`src/rtl/mc_ctrl_pkg.sv`:
```
// Shared encodings for the multicycle RV32I control FSM: states, opcodes,
// ALU/writeback selects, trap causes and the opcode class bundle.
package mc_ctrl_pkg;

    typedef enum logic [3:0] {
        ST_START  = 4'd0,
        ST_FETCH  = 4'd1,
        ST_DECODE = 4'd2,
        ST_ADDR   = 4'd3,
        ST_MEM    = 4'd4,
        ST_EXEC_R = 4'd5,
        ST_BRANCH = 4'd6,
        ST_WB     = 4'd7,
        ST_TRAP   = 4'd8
    } state_t;

    localparam logic [6:0] OPC_LOAD   = 7'b0000011;
    localparam logic [6:0] OPC_STORE  = 7'b0100011;
    localparam logic [6:0] OPC_BRANCH = 7'b1100011;
    localparam logic [6:0] OPC_AUIPC  = 7'b0010111;
    localparam logic [6:0] OPC_JAL    = 7'b1101111;
    localparam logic [6:0] OPC_RTYPE  = 7'b0110011;

    localparam logic [1:0] ALU_ADD   = 2'b00;
    localparam logic [1:0] ALU_SUB   = 2'b01;
    localparam logic [1:0] ALU_FUNCT = 2'b10;

    localparam logic [1:0] WB_ALUOUT = 2'b00;
    localparam logic [1:0] WB_MDR    = 2'b01;
    localparam logic [1:0] WB_PC     = 2'b10;
    localparam logic [1:0] WB_TGT    = 2'b11;

    localparam logic [1:0] CAUSE_NONE    = 2'b00;
    localparam logic [1:0] CAUSE_ILLEGAL = 2'b01;
    localparam logic [1:0] CAUSE_IMEM    = 2'b10;
    localparam logic [1:0] CAUSE_DMEM    = 2'b11;

    typedef struct packed {
        logic load;
        logic store;
        logic branch;
        logic auipc;
        logic jal;
        logic rtype;
        logic illegal;
    } op_class_t;

    // Wait counter must hold values up to the limit; never narrower than one bit.
    function automatic int cnt_width(input int limit);
        return (limit < 2) ? 1 : $clog2(limit + 1);
    endfunction

endpackage

```
`src/rtl/mc_ctrl_if.sv`:
```
// Control bundle between the multicycle FSM (master) and the datapath/memory side (slave).
interface mc_ctrl_if;

    logic [31:0] instr;
    logic        br_taken;
    logic        imem_ack;
    logic        dmem_ack;
    logic        imem_req;
    logic        ir_we;
    logic        pc_we;
    logic        pc_src;
    logic        tgt_we;
    logic        alu_a_sel;
    logic        alu_b_sel;
    logic [1:0]  alu_op;
    logic        aluout_we;
    logic        dmem_req;
    logic        dmem_we;
    logic        mdr_we;
    logic        reg_we;
    logic [1:0]  wb_sel;
    logic        retire;
    logic        trap;
    logic [1:0]  trap_cause;

    modport master (
        input  instr, br_taken, imem_ack, dmem_ack,
        output imem_req, ir_we, pc_we, pc_src, tgt_we, alu_a_sel, alu_b_sel, alu_op,
               aluout_we, dmem_req, dmem_we, mdr_we, reg_we, wb_sel, retire, trap, trap_cause
    );

    modport slave (
        output instr, br_taken, imem_ack, dmem_ack,
        input  imem_req, ir_we, pc_we, pc_src, tgt_we, alu_a_sel, alu_b_sel, alu_op,
               aluout_we, dmem_req, dmem_we, mdr_we, reg_we, wb_sel, retire, trap, trap_cause
    );

endinterface

```
`src/rtl/mc_ctrl_op_class.sv`:
```
// Combinational opcode classifier: instr[6:0] to a one-hot instruction class.
module mc_ctrl_op_class
    import mc_ctrl_pkg::*;
(
    input  logic [6:0] opcode,
    output op_class_t  cls
);

    always_comb begin
        cls = '0;
        case (opcode)
            OPC_LOAD:   cls.load    = 1'b1;
            OPC_STORE:  cls.store   = 1'b1;
            OPC_BRANCH: cls.branch  = 1'b1;
            OPC_AUIPC:  cls.auipc   = 1'b1;
            OPC_JAL:    cls.jal     = 1'b1;
            OPC_RTYPE:  cls.rtype   = 1'b1;
            default:    cls.illegal = 1'b1;
        endcase
    end

endmodule

```
`src/rtl/mc_ctrl.sv`:
```
// Multicycle RV32I control FSM: sequences fetch/decode/execute/memory/writeback
// and halts with a sticky trap on illegal opcode or acknowledge timeout.
module mc_ctrl
    import mc_ctrl_pkg::*;
#(
    parameter int ACK_TIMEOUT = 255
)
(
    input  logic      clk,
    input  logic      rst,
    mc_ctrl_if.master bus
);

    localparam int             CNT_W      = cnt_width(ACK_TIMEOUT);
    localparam logic [CNT_W-1:0] LIMIT    = CNT_W'(ACK_TIMEOUT);
    localparam bit             TIMEOUT_EN = (ACK_TIMEOUT != 0);

    state_t           state;
    logic [CNT_W-1:0] wait_cnt;
    logic             trap_q;
    logic [1:0]       cause_q;
    op_class_t        cls;
    logic             wait_expired;

    mc_ctrl_op_class u_op_class (
        .opcode (bus.instr[6:0]),
        .cls    (cls)
    );

    // The limit is reached on the cycle whose wait would bring the count to ACK_TIMEOUT.
    assign wait_expired = TIMEOUT_EN && ((wait_cnt + CNT_W'(1)) == LIMIT);

    always_ff @(posedge clk or posedge rst) begin
        if (rst) begin
            state    <= ST_START;
            wait_cnt <= '0;
            trap_q   <= 1'b0;
            cause_q  <= CAUSE_NONE;
        end else begin
            wait_cnt <= '0;
            case (state)
                ST_START: state <= ST_FETCH;
                ST_FETCH: begin
                    if (bus.imem_ack) begin
                        state <= ST_DECODE;
                    end else if (wait_expired) begin
                        state   <= ST_TRAP;
                        trap_q  <= 1'b1;
                        cause_q <= CAUSE_IMEM;
                    end else begin
                        wait_cnt <= wait_cnt + CNT_W'(1);
                    end
                end
                ST_DECODE: begin
                    if (cls.illegal) begin
                        state   <= ST_TRAP;
                        trap_q  <= 1'b1;
                        cause_q <= CAUSE_ILLEGAL;
                    end else if (cls.load || cls.store) begin
                        state <= ST_ADDR;
                    end else if (cls.rtype) begin
                        state <= ST_EXEC_R;
                    end else if (cls.branch) begin
                        state <= ST_BRANCH;
                    end else begin
                        state <= ST_WB;
                    end
                end
                ST_ADDR:   state <= ST_MEM;
                ST_MEM: begin
                    if (bus.dmem_ack) begin
                        state <= cls.store ? ST_FETCH : ST_WB;
                    end else if (wait_expired) begin
                        state   <= ST_TRAP;
                        trap_q  <= 1'b1;
                        cause_q <= CAUSE_DMEM;
                    end else begin
                        wait_cnt <= wait_cnt + CNT_W'(1);
                    end
                end
                ST_EXEC_R: state <= ST_WB;
                ST_BRANCH: state <= ST_FETCH;
                ST_WB:     state <= ST_FETCH;
                ST_TRAP:   state <= ST_TRAP;
                default:   state <= ST_START;
            endcase
        end
    end

    assign bus.trap       = trap_q;
    assign bus.trap_cause = cause_q;

    // Datapath controls follow the current state, qualified by ack/br_taken where needed.
    always_comb begin
        bus.imem_req  = 1'b0;
        bus.ir_we     = 1'b0;
        bus.pc_we     = 1'b0;
        bus.pc_src    = 1'b0;
        bus.tgt_we    = 1'b0;
        bus.alu_a_sel = 1'b0;
        bus.alu_b_sel = 1'b0;
        bus.alu_op    = ALU_ADD;
        bus.aluout_we = 1'b0;
        bus.dmem_req  = 1'b0;
        bus.dmem_we   = 1'b0;
        bus.mdr_we    = 1'b0;
        bus.reg_we    = 1'b0;
        bus.wb_sel    = WB_ALUOUT;
        bus.retire    = 1'b0;
        case (state)
            ST_FETCH: begin
                bus.imem_req = 1'b1;
                bus.ir_we    = bus.imem_ack;
                bus.pc_we    = bus.imem_ack;
            end
            ST_DECODE: bus.tgt_we = 1'b1;
            ST_ADDR: begin
                bus.alu_a_sel = 1'b1;
                bus.aluout_we = 1'b1;
            end
            ST_MEM: begin
                bus.dmem_req = 1'b1;
                bus.dmem_we  = cls.store;
                bus.mdr_we   = bus.dmem_ack && !cls.store;
                bus.retire   = bus.dmem_ack && cls.store;
            end
            ST_EXEC_R: begin
                bus.alu_a_sel = 1'b1;
                bus.alu_b_sel = 1'b1;
                bus.alu_op    = ALU_FUNCT;
                bus.aluout_we = 1'b1;
            end
            ST_BRANCH: begin
                bus.pc_we  = bus.br_taken;
                bus.pc_src = 1'b1;
                bus.retire = 1'b1;
            end
            ST_WB: begin
                bus.reg_we = 1'b1;
                bus.retire = 1'b1;
                if (cls.load) begin
                    bus.wb_sel = WB_MDR;
                end else if (cls.auipc) begin
                    bus.wb_sel = WB_TGT;
                end else if (cls.jal) begin
                    // Link is captured from the old PC while PC takes the target this cycle.
                    bus.wb_sel = WB_PC;
                    bus.pc_we  = 1'b1;
                    bus.pc_src = 1'b1;
                end
            end
            default: ;
        endcase
    end

endmodule

```
`src/flat_wrapper.sv`:
```
// flat-port wrapper written by rule: the top's interface ports become plain ports
module mc_ctrl_flat import mc_ctrl_pkg::*;
#(
    parameter int ACK_TIMEOUT = 255
)
  (clk, rst, bus_instr, bus_br_taken, bus_imem_ack, bus_dmem_ack, bus_imem_req, bus_ir_we, bus_pc_we, bus_pc_src, bus_tgt_we, bus_alu_a_sel, bus_alu_b_sel, bus_alu_op, bus_aluout_we, bus_dmem_req, bus_dmem_we, bus_mdr_we, bus_reg_we, bus_wb_sel, bus_retire, bus_trap, bus_trap_cause);
  mc_ctrl_if bus_i ();
  input  logic clk;
  input  logic rst;
  input wire logic [$bits(bus_i.instr)-1:0] bus_instr;
  input wire logic [$bits(bus_i.br_taken)-1:0] bus_br_taken;
  input wire logic [$bits(bus_i.imem_ack)-1:0] bus_imem_ack;
  input wire logic [$bits(bus_i.dmem_ack)-1:0] bus_dmem_ack;
  output wire logic [$bits(bus_i.imem_req)-1:0] bus_imem_req;
  output wire logic [$bits(bus_i.ir_we)-1:0] bus_ir_we;
  output wire logic [$bits(bus_i.pc_we)-1:0] bus_pc_we;
  output wire logic [$bits(bus_i.pc_src)-1:0] bus_pc_src;
  output wire logic [$bits(bus_i.tgt_we)-1:0] bus_tgt_we;
  output wire logic [$bits(bus_i.alu_a_sel)-1:0] bus_alu_a_sel;
  output wire logic [$bits(bus_i.alu_b_sel)-1:0] bus_alu_b_sel;
  output wire logic [$bits(bus_i.alu_op)-1:0] bus_alu_op;
  output wire logic [$bits(bus_i.aluout_we)-1:0] bus_aluout_we;
  output wire logic [$bits(bus_i.dmem_req)-1:0] bus_dmem_req;
  output wire logic [$bits(bus_i.dmem_we)-1:0] bus_dmem_we;
  output wire logic [$bits(bus_i.mdr_we)-1:0] bus_mdr_we;
  output wire logic [$bits(bus_i.reg_we)-1:0] bus_reg_we;
  output wire logic [$bits(bus_i.wb_sel)-1:0] bus_wb_sel;
  output wire logic [$bits(bus_i.retire)-1:0] bus_retire;
  output wire logic [$bits(bus_i.trap)-1:0] bus_trap;
  output wire logic [$bits(bus_i.trap_cause)-1:0] bus_trap_cause;
  assign bus_i.instr = bus_instr;
  assign bus_i.br_taken = bus_br_taken;
  assign bus_i.imem_ack = bus_imem_ack;
  assign bus_i.dmem_ack = bus_dmem_ack;
  assign bus_imem_req = bus_i.imem_req;
  assign bus_ir_we = bus_i.ir_we;
  assign bus_pc_we = bus_i.pc_we;
  assign bus_pc_src = bus_i.pc_src;
  assign bus_tgt_we = bus_i.tgt_we;
  assign bus_alu_a_sel = bus_i.alu_a_sel;
  assign bus_alu_b_sel = bus_i.alu_b_sel;
  assign bus_alu_op = bus_i.alu_op;
  assign bus_aluout_we = bus_i.aluout_we;
  assign bus_dmem_req = bus_i.dmem_req;
  assign bus_dmem_we = bus_i.dmem_we;
  assign bus_mdr_we = bus_i.mdr_we;
  assign bus_reg_we = bus_i.reg_we;
  assign bus_wb_sel = bus_i.wb_sel;
  assign bus_retire = bus_i.retire;
  assign bus_trap = bus_i.trap;
  assign bus_trap_cause = bus_i.trap_cause;
  mc_ctrl #(.ACK_TIMEOUT(ACK_TIMEOUT)) u_core (.clk(clk), .rst(rst), .bus(bus_i));
endmodule
```
`config.mk`:
```
export PLATFORM = sky130hd
export DESIGN_NAME = mc_ctrl_flat
export DESIGN_NICKNAME = d
export VERILOG_FILES = /design/src/rtl/mc_ctrl_pkg.sv /design/src/rtl/mc_ctrl_if.sv /design/src/rtl/mc_ctrl_op_class.sv /design/src/rtl/mc_ctrl.sv /design/src/flat_wrapper.sv
export SDC_FILE = /design/constraint.sdc
export NUM_CORES = 1
export LEC_CHECK = 0
export ABC_AREA = 1
export CAP_MARGIN = 20
export CORE_ASPECT_RATIO = 0.75
export CORE_MARGIN = 2
export CORE_UTILIZATION = 41
export CTS_CLUSTER_DIAMETER = 40
export DETAILED_ROUTE_END_ITERATION = 8
export GPL_ROUTABILITY_DRIVEN = 0
export GPL_TIMING_DRIVEN = 0
export HOLD_SLACK_MARGIN = 0.12
export PLACE_DENSITY = 0.81
export SLEW_MARGIN = 15
export SYNTH_ARGS = -nofsm -noshare
export SYNTH_HDL_FRONTEND = slang
export SYNTH_SLANG_ARGS = --single-unit
```
`constraint.sdc`:
```
create_clock -name clk -period 1.6 [get_ports clk]
set_input_delay 0.32 -clock clk [delete_from_list [all_inputs] [get_ports clk]]
set_output_delay 0.32 -clock clk [all_outputs]
set_load 0.02 [all_outputs]
```
==> impl_results.md <==
- Outcome: complete, but fails checks
- Violated checks: negative setup slack
- Final setup margin: -0.206 ns
- Row count: 16
- CP endpoint kind: output pin
- Worst VDD drop: ~0.86 mV
- Pre-CTS setup slack: -0.741 ns
- Hold_buf cts: 0
- Flops & latches, synth: 15
- P per Cell Area: 1200 mW/mm^2
- Synth unique cells: 27
- Delay-heaviest family, CP: buffers and inverters
- Yosys Warn Count: 0
- Pwr Total: around 0.0024 W
- Detailed-route DRC error count: 0
- RSZ-0062 raised after global routing: yes
- Worst-path clk slew: 0.07 ns
- Max-slew violation count: 0
- Sw power: 0.00105 W
- Chip width: 66.2 um
- Min cycle time layout: around 1.8 ns
- Leak Pwr: 0.983 nW
- Filler cells: 191
- R2R Setup Slk: -0.15 ns
- Startpoint types: register
- Clock tree buffer depth: 2
- Max-Cap Viols: 0
- CP Data Required Time: 1.28 ns
- Worst slew pin tran: just under 0.6 ns
- Sequential cell area: 379 um^2
- Nets: roughly 270
- Sequential cell area fraction in the yosys report: 0.316
- CTS tree: built
- Iteration-0 DRC Markers: 52
- Max-slew headroom: 0.614
- TritonCTS buffer count: 3
- Clk pwr share: 0.133
- Diode count: 0
- Final hold slack: 0.420 ns
- Clock Skews: 0.00825 ns
- Initial Util: 0.443
- Slowest CP cell: dfrtp_1
- Setup TNS Final: -2.26 ns
- Core footprint: 0.00268 mm^2
- Pre-Repair DR Iteration Count: 4
- Area delta synth->final: 65.3%
- Number of I/O pins: 57
- Die ar.: ~0.0034 mm^2
- CP max FO: 3
- Global Route Usage Sum: 0.226
- Final count of negative-setup-slack endpoints: 19
- Max Clk Rate: 0.554 GHz
- Worst-skew pair later-pin latency: 0.25 ns
- I/O Buffers: 30
- Crit path buffers/inverters: 7
- Crit-path cells: inv_2 > buf_4 > buf_12 > nand3_4 > inv_4 > nand2_4 > inv_2 > nand2_2 > inv_2 > buf_6
- Fraction of layout cells with a size suffix above 1: 0.528
- Mapped Avg Cell Area: between 7 and 8 um^2
- Internal Power: 0.00130 W
- CTS sink cnt: 15
- CP arrival: between 1 and 1.5 ns
- CP max stage delay: 0.41 ns
- Root Driver: clkbuf_8
- Via count: 1352
- Hpwl dp: ~2100 um
- WS Path Type: register to output pin
- Hold WC Path Type: primary input to asynchronous set/reset pin
- Syn nets: 207
- Antenna Nets Post-Route: 0
- Fin crit share: 1.13
- Most frequent cell on the critical path: inv_2
- First-pass GRT wire length: 5710 um
- Total Routed Length: approximately 3800 um
- Cell Area, Synth: 0.00119 mm^2
- Sequential share of power: 0.227
- Final Hold Viols: 0
- GRT overflow: 0
- Mean number of vias per cell: ~5.1
- Area of the multi-input gates: 806 um^2
- Syn Inst Count: 168
- Routed wire length per instance: about 14 um
- Largest net degree at the start of global routing: 16
- Number of antenna violations at the first check in global routing: 0
- Sw Share: 0.446
- Vias in the first global route: 1265
- Die H: slightly above 50 um
- Htree depth: 1
- Combinational share of power: 0.640
power by group through the flow:
stage,Clock [W],Sequential [W],Combinational [W]
finish,0.000313,0.000535,0.00151
detailed placement,0,0.000537,0.000994
CTS,0.000311,0.000527,0.00128
global route,0.000331,0.000544,0.00160
global placement,0,0.000537,0.000985
floorplan,0,0.000528,0.000694
Yosys cell counts (all sizes together):
| cell type | count | area (um^2) |
|---|---|---|
| inv | 33 | 124 |
| o211ai | 1 | 7.51 |
| ha | 2 | 25.0 |
| nand2 | 45 | 206 |
| nor4 | 1 | 6.26 |
| nor3b | 1 | 12.5 |
| o21a | 2 | 15.0 |
| nand4 | 5 | 31.3 |
| buf | 3 | 22.5 |
| nand3 | 20 | 138 |
| dfrtp | 15 | 375 |
| conb | 1 | 3.75 |
| nor3 | 3 | 20.0 |
| nor2 | 25 | 131 |
| a21oi | 4 | 31.3 |
| o21ai | 7 | 38.8 |
path summary, 6_finish.rpt:
check / start / end / depth (start not counted)
min: rst / u_core.wait_cnt[0]$_DFF_PP0_ / 2
max in group asynchronous: rst / u_core.state[0]$_DFF_PP0_ / 2
min reg2reg: u_core.bus.trap$_DFFE_PP0P_ / u_core.bus.trap$_DFFE_PP0P_ / 2
max reg2reg: u_core.state[3]$_DFF_PP0_ / u_core.bus.trap_cause[1]$_DFFE_PP0P_ / 12
min in group clk: u_core.bus.trap$_DFFE_PP0P_ / u_core.bus.trap$_DFFE_PP0P_ / 2
max: u_core.state[3]$_DFF_PP0_ / bus_mdr_we / 10
per-layer routing:
layer	up-vias	share of wire	global-route usage
li1	650	-	-
met1	645	0.42	0.298
met2	51	0.50	0.373
met3	6	0.059	0.0561
met4	0	0.014	0.0510
met5	-	0	0
layout by cell type, fill, tap and decap left out, types with 2 or more instances in the layout:
cell / instances
clkdlybuf4s50_1: 6
inv_2: 15
nand2_1: 28
buf_6: 20
dfrtp_2: 3
buf_4: 23
dlygate4sd2_1: 5
nand2_4: 9
nor2_4: 8
nor2_2: 7
o21ai_1: 3
o21ai_2: 3
nand3_1: 12
buf_2: 3
nand3_4: 3
nand3_2: 5
inv_4: 2
nand4_1: 5
a21oi_1: 3
inv_1: 16
clkbuf_8: 3
nand2_2: 8
o21a_2: 2
nor2_1: 10
dfrtp_1: 12
repair_timing:
item / 4_1_cts / 5_1_grt
pin swaps: 14 / 6
gates resized for setup: 131 / 21
buffers inserted: 20 / 8
setup endpoints to repair: 18 / 27
flip-flops by register name (all words and copies together) (netlist names):
name / count
u_core.bus.trap_cause: 2
u_core.wait_cnt: 8
u_core.state: 4
u_core.bus.trap: 1
cell type report:
type / instances / share of cell area
buffer: 3 / 0.0134
clock buffer: 4 / 0.0229
inverter: 33 / 0.0656
multi-input combinational: 117 / 0.410
sequential: 15 / 0.193
tap: 36 / 0.0229
timing repair buffer: 57 / 0.272
logic make-up (layout without fill, tap and decap cells):
family,count (synthesis),in the layout,share of synthesized area
and+or+nand+nor,100,100,0.459
buffers and inverters,36,97,0.123
AOI/OAI and AO/OA,14,14,0.0779
DFF,15,15,0.316
adders and majority gates,2,2,0.0210
other,1,1,0.00315
stage by stage:
stage,instance area (um^2),instances,utilization
after CTS,1860,258,0.694
after floorplan,1220,168,-
after detailed placement,1560,234,0.583
final,1960,265,0.732
after global routing,1960,265,0.732
after global placement,1560,234,0.583
Power figures use the tool's default switching activity.
